--- config.mk ---
export PLATFORM = sky130hd
export DESIGN_NAME = rcu_pll_seq
export DESIGN_NICKNAME = d
export VERILOG_FILES = /design/src/rtl/rcu_pll_seq.sv
export SDC_FILE = /design/constraint.sdc
export NUM_CORES = 1
export LEC_CHECK = 0
export BUFFER_PORTS_ARGS = -buffer_cell sky130_fd_sc_hd__buf_2
export CAP_MARGIN = 20
export CORE_ASPECT_RATIO = 1.1
export CORE_MARGIN = 4
export CORE_UTILIZATION = 58
export DETAILED_ROUTE_END_ITERATION = 8
export PLACE_DENSITY_LB_ADDON = 0.05
export SETUP_SLACK_MARGIN = 0.3
export SLEW_MARGIN = 5
export SYNTH_ARGS = -nofsm -noshare
export SYNTH_HDL_FRONTEND = slang
export SYNTH_SLANG_ARGS = --single-unit
--- constraint.sdc ---
create_clock -name clk_i -period 2.77 [get_ports clk_i]
set_input_delay 0.4155 -clock clk_i [delete_from_list [all_inputs] [get_ports clk_i]]
set_output_delay 0.4155 -clock clk_i [all_outputs]
set_load 0.05 [all_outputs]
--- src/rtl/rcu_pll_seq.sv ---
// PLL bring-up and core clock switch sequencer for the reset/clock unit.
// Runs on the always-on bypass clock: configure, lock, switch, release resets, then watch for lock loss.
module rcu_pll_seq #(
  parameter int          TMO_WIDTH     = 16,
  parameter int unsigned LOCK_TIMEOUT  = 50000,
  parameter int          LOCK_STABLE   = 4,
  parameter int          SETTLE_CYC    = 8,
  parameter int          RST_STAGE_CYC = 4,
  parameter int          NUM_DOM       = 6
) (
  input  logic               clk_i,
  input  logic               rst_i,
  input  logic               start_i,
  input  logic               bypass_i,
  input  logic [2:0]         clk_cfg_i,
  input  logic               pll_lock_i,
  output logic               pll_en_o,
  output logic [2:0]         clk_cfg_o,
  output logic               sel_pll_o,
  output logic [NUM_DOM-1:0] rst_release_o,
  output logic               busy_o,
  output logic               done_o,
  output logic               err_o,
  output logic               lock_lost_o,
  output logic [2:0]         state_o
);

  localparam int SW = $clog2(LOCK_STABLE + 1);
  localparam logic [TMO_WIDTH-1:0] TMO_TGT     = TMO_WIDTH'(LOCK_TIMEOUT);
  localparam logic [TMO_WIDTH-1:0] SETTLE_LAST = TMO_WIDTH'(SETTLE_CYC - 1);
  localparam logic [TMO_WIDTH-1:0] STAGE_LAST  = TMO_WIDTH'(RST_STAGE_CYC - 1);
  localparam logic [SW-1:0]        STAB_TGT    = SW'(LOCK_STABLE);

  typedef enum logic [2:0] {
    ST_IDLE      = 3'd0,
    ST_CFG       = 3'd1,
    ST_WAIT_LOCK = 3'd2,
    ST_SWITCH    = 3'd3,
    ST_RST_REL   = 3'd4,
    ST_RUN       = 3'd5,
    ST_ERR       = 3'd6
  } state_t;

  state_t               state_r, state_nxt_s;
  logic [TMO_WIDTH-1:0] cnt_r, cnt_nxt_s, cnt_inc_s;
  logic [SW-1:0]        stab_r, stab_nxt_s;
  logic [1:0]           sync_r;
  logic                 lock_s;
  logic                 pll_en_r, pll_en_nxt_s;
  logic [2:0]           cfg_r, cfg_nxt_s;
  logic                 sel_r, sel_nxt_s;
  logic [NUM_DOM-1:0]   rel_r, rel_nxt_s;
  logic                 busy_r, busy_nxt_s;
  logic                 done_r, done_nxt_s;
  logic                 err_r, err_nxt_s;
  logic                 lost_r, lost_nxt_s;

  assign lock_s    = sync_r[1];
  assign cnt_inc_s = (cnt_r == {TMO_WIDTH{1'b1}}) ? cnt_r : cnt_r + TMO_WIDTH'(1);

  // Next-state and next-output decode.
  always_comb begin
    state_nxt_s  = state_r;
    cnt_nxt_s    = cnt_r;
    stab_nxt_s   = stab_r;
    pll_en_nxt_s = pll_en_r;
    cfg_nxt_s    = cfg_r;
    sel_nxt_s    = sel_r;
    rel_nxt_s    = rel_r;
    done_nxt_s   = 1'b0;
    err_nxt_s    = err_r;
    lost_nxt_s   = lost_r;
    case (state_r)
      ST_IDLE, ST_RUN, ST_ERR: begin
        if ((state_r == ST_RUN) && sel_r && !lock_s) begin
          state_nxt_s  = ST_ERR;
          lost_nxt_s   = 1'b1;
          sel_nxt_s    = 1'b0;
          rel_nxt_s    = '0;
          pll_en_nxt_s = 1'b0;
        end else if (start_i) begin
          // Mux and PLL are dropped together so the mux never sees a PLL under reconfiguration.
          err_nxt_s    = 1'b0;
          sel_nxt_s    = 1'b0;
          pll_en_nxt_s = 1'b0;
          cnt_nxt_s    = '0;
          if (bypass_i) begin
            state_nxt_s = ST_RST_REL;
            rel_nxt_s   = NUM_DOM'(1);
          end else begin
            state_nxt_s = ST_CFG;
            cfg_nxt_s   = clk_cfg_i;
            rel_nxt_s   = '0;
          end
        end else begin
          state_nxt_s = state_r;
        end
      end
      ST_CFG: begin
        if (cnt_r == SETTLE_LAST) begin
          state_nxt_s  = ST_WAIT_LOCK;
          cnt_nxt_s    = '0;
          stab_nxt_s   = '0;
          pll_en_nxt_s = 1'b1;
        end else begin
          cnt_nxt_s = cnt_inc_s;
        end
      end
      ST_WAIT_LOCK: begin
        cnt_nxt_s  = cnt_inc_s;
        stab_nxt_s = lock_s ? stab_r + SW'(1) : '0;
        if (stab_nxt_s == STAB_TGT) begin
          state_nxt_s = ST_SWITCH;
          sel_nxt_s   = 1'b1;
          cnt_nxt_s   = '0;
        end else if (cnt_inc_s == TMO_TGT) begin
          state_nxt_s  = ST_ERR;
          err_nxt_s    = 1'b1;
          pll_en_nxt_s = 1'b0;
        end else begin
          state_nxt_s = ST_WAIT_LOCK;
        end
      end
      ST_SWITCH: begin
        if (cnt_r == SETTLE_LAST) begin
          state_nxt_s = ST_RST_REL;
          cnt_nxt_s   = '0;
          rel_nxt_s   = NUM_DOM'(1);
        end else begin
          cnt_nxt_s = cnt_inc_s;
        end
      end
      ST_RST_REL: begin
        // Releases stay contiguous from bit 0, so OR-ing in a left shift sets exactly the next domain.
        if (rel_r[NUM_DOM-1]) begin
          state_nxt_s = ST_RUN;
          done_nxt_s  = 1'b1;
        end else if (cnt_r == STAGE_LAST) begin
          cnt_nxt_s = '0;
          rel_nxt_s = rel_r | (rel_r << 1);
        end else begin
          cnt_nxt_s = cnt_inc_s;
        end
      end
      default: begin
        state_nxt_s = ST_IDLE;
      end
    endcase
    case (state_nxt_s)
      ST_CFG, ST_WAIT_LOCK, ST_SWITCH, ST_RST_REL: busy_nxt_s = 1'b1;
      default:                                      busy_nxt_s = 1'b0;
    endcase
  end

  // State, counters, lock synchronizer and registered outputs.
  always_ff @(posedge clk_i) begin
    if (rst_i) begin
      state_r  <= ST_IDLE;
      cnt_r    <= '0;
      stab_r   <= '0;
      sync_r   <= 2'b00;
      pll_en_r <= 1'b0;
      cfg_r    <= 3'd0;
      sel_r    <= 1'b0;
      rel_r    <= '0;
      busy_r   <= 1'b0;
      done_r   <= 1'b0;
      err_r    <= 1'b0;
      lost_r   <= 1'b0;
    end else begin
      state_r  <= state_nxt_s;
      cnt_r    <= cnt_nxt_s;
      stab_r   <= stab_nxt_s;
      sync_r   <= {sync_r[0], pll_lock_i};
      pll_en_r <= pll_en_nxt_s;
      cfg_r    <= cfg_nxt_s;
      sel_r    <= sel_nxt_s;
      rel_r    <= rel_nxt_s;
      busy_r   <= busy_nxt_s;
      done_r   <= done_nxt_s;
      err_r    <= err_nxt_s;
      lost_r   <= lost_nxt_s;
    end
  end

  assign pll_en_o      = pll_en_r;
  assign clk_cfg_o     = cfg_r;
  assign sel_pll_o     = sel_r;
  assign rst_release_o = rel_r;
  assign busy_o        = busy_r;
  assign done_o        = done_r;
  assign err_o         = err_r;
  assign lock_lost_o   = lost_r;
  assign state_o       = state_r;

endmodule

==> run metrics <==
clock latency at the later pin of the worst-skew pair 290 ps; crit path capture type flop; placed cell count 382; Worst Hold Class input port to flop; top cell types by occurrence after synthesis dfxtp_1 (39), nor2_1 (34), a21oi_1 (32), nand2_1 (28), o21ai_0 (17); Worst-path clk slew 80 ps; endpoints failing setup 0; post-synthesis async set-or-reset flop share 0%; RSZ-0062 raised after global routing yes; arrival time at the worst endpoint 2570 ps; combinational share of power 14.7%; Worst Path Required 2930 ps; Syn Area/Cell 7.59 µm²; Tmin final 2410 ps; Seq. cell area 791 µm²; initial antenna violation count 0; Fin Clk Skew 8.36 ps; synth unique cells 56; Mapped Nets 325; Synthesis Warnings 0; Seq cells post-synth 39; Max H-tree Level 2; Global Route Usage Sum 25.4%; share of post-route cells with drive strength above 1 21.2%; Clk pwr share 39.3%; Net Sw Power 0.000347 W; core area 0.00396 mm²; routability congestion estimate 0.986; Yosys top cell area share 32.7%; Layout Nets 349; leakage power 1.04 nW; area of the multi-input gates 0.00151 mm²; DRT Pass-1 Iters 5; Int Pwr 0.000922 W; Iter 0 DRT Violations 437; design area 0.00275 mm²; root buf cell clkbuf_8; Synth Flop Type dfxtp_1; total gr overflow 0; Rows 24; vias in the first global route 2183; final wirelength 6420 µm; vias 2515; area grow syn2layout 15.0%; overall die width 69.2 µm; critical path type flop to flop; Slew HR 57.4%; Die ar. 0.00522 mm²; cell count after synthesis 315; sequential area share after synthesis 32.7%; DR WL/cell 16.4 µm; f_max 414 MHz; status complete, no violations; Final Hold Slack 330 ps; Final TNS setup 0 ps; max-cap violations 0; I/O Buffers 25; cell with the most instances after synthesis dfxtp_1; Max clock buf depth 2; Final Hold Viols 0; starting density of the core 60.3%; Final WS setup 357 ps; clock sink count 39; EDFF count, synth 0; vias per cell 6.42; Reg power frac 46.0%; Placed Area 0.00258 mm²; Sw Share 27.3%; CTS tree done; Max FO, Critical Path 10; hpwl dp 4430 µm; PD cells 461 mW/mm²; CP Launch Type flop; Boundary Pins 26; post-place setup slack 236 ps; Slew @ Worst Pin 638 ps; Die Span Y 75.3 µm; pin count of the biggest net entering global routing 33; largest area contributor in the netlist dfxtp_1; Filler cells 341; DRC errors left 0; CTS buffer count 5; CTS Hold Buffers Added 0; antenna fix cells 0; Synth Cell Area 0.00239 mm²; Final Non-Filler Cells 392; number of max-slew violations in the final report 0; Final Cycle Share 87.1%; first-pass GRT wire length 10700 µm; Synth area leaders dfxtp_1 (33%), a21oi_1 (6.7%), nor2_1 (5.3%); peak supply drop 0.310 mV; ANT nets after route 0
## worst paths after layout
path | slack (ps) | cells after the start | to | startpoint
setup / recovery | 360 | 8 | pll_en_o | cnt_r[0]
hold / removal | 330 | 2 | sync_r[0] | pll_lock_i
setup reg to reg | 360 | 8 | pll_en_o | cnt_r[0]
hold reg to reg | 440 | 1 | sync_r[1] | sync_r[0]
## power by group through the flow
stage                     sequential, W  combinational (W)  clock (W)
after floorplan                0.000621           0.000108          0
after global placement         0.000596           0.000179          0
after detailed placement       0.000597           0.000181          0
after CTS                      0.000584           0.000182   0.000503
after global routing           0.000586           0.000206   0.000530
final                          0.000584           0.000187   0.000498
## registers in the layout, summed over array words and instances (netlist names), 2 cells and up
name,count
clk_cfg_o,3
cnt_r,16
rst_release_o,6
stab_r,3
state_o,3
sync_r,2
## through the flow
stage               total power [W]  util [%]
floorplan                  0.000729         -
global placement           0.000775      65.0
detailed placement         0.000777      65.0
CTS                         0.00127      68.6
global route                0.00132      69.4
finish                      0.00127      69.4
## worst max-delay path, cell delays in order (launching register included)
cell and delay (ps):
dfxtp_4 380, ha_2 210, buf_4 170, or3_1 360, a211oi_2 220, a31oi_1 80
or4_1 510, a311oi_2 260, a2111oi_1 80
## final cells by class
cell class | count | share of cell area (%)
multi-input cells | 244 | 55.0
repair buffers | 38 | 8.10
flip-flops and latches | 39 | 28.8
well taps | 52 | 2.37
clock inverters | 2 | 1.27
clock buffers | 6 | 3.00
inverters | 11 | 1.50
## logic make-up (layout without fill, tap and decap cells)
family / count (synthesis) / count (layout) / share of synthesized area, %
adders and majority gates: 2 / 2 / 1.05
buffers and inverters: 32 / 57 / 5.44
muxes: 5 / 5 / 2.30
xor gates and xnor gates: 4 / 4 / 1.47
AOI/OAI and AO/OA: 94 / 94 / 25.0
DFF: 39 / 39 / 32.7
and+or+nand+nor: 139 / 139 / 32.1
## placed cells by master, fill, tap and decap left out, drive strengths merged, types with 3 or more instances in the layout
| master | synthesis | layout |
|---|---|---|
| dfxtp | 39 | 39 |
| buf | 8 | 38 |
| nor2 | 34 | 34 |
| a21oi | 32 | 32 |
| nand2 | 28 | 28 |
| o21ai | 19 | 19 |
| nor3 | 15 | 15 |
| nand3 | 13 | 13 |
| a31oi | 10 | 10 |
| inv | 10 | 10 |
| a211oi | 8 | 8 |
| nand4 | 7 | 7 |
| clkbuf | 13 | 6 |
| and4 | 6 | 6 |
| nor2b | 5 | 5 |
| nand2b | 5 | 5 |
| nor4 | 5 | 5 |
| or3 | 5 | 5 |
| and2 | 4 | 4 |
| mux2i | 4 | 4 |
| and3 | 4 | 4 |
| a21o | 3 | 3 |
| o31ai | 3 | 3 |
| o211ai | 3 | 3 |
## per-layer routing
metal	track usage [%]	wire [µm]	vias to the layer above
met1	32.6	2750	1179
met4	9.33	123	0
li1	-	-	1212
met3	4.35	389	12
met2	43.6	3160	112
met5	0	0	-
## what timing repair did
item | in CTS | in global routing
resized for setup | 4 | 10
setup buffers | 2 | 0
pin swaps | 1 | 3
endpoints found under the setup margin | 1 | 5
Note: power is estimated with default switching activity, not from simulation.
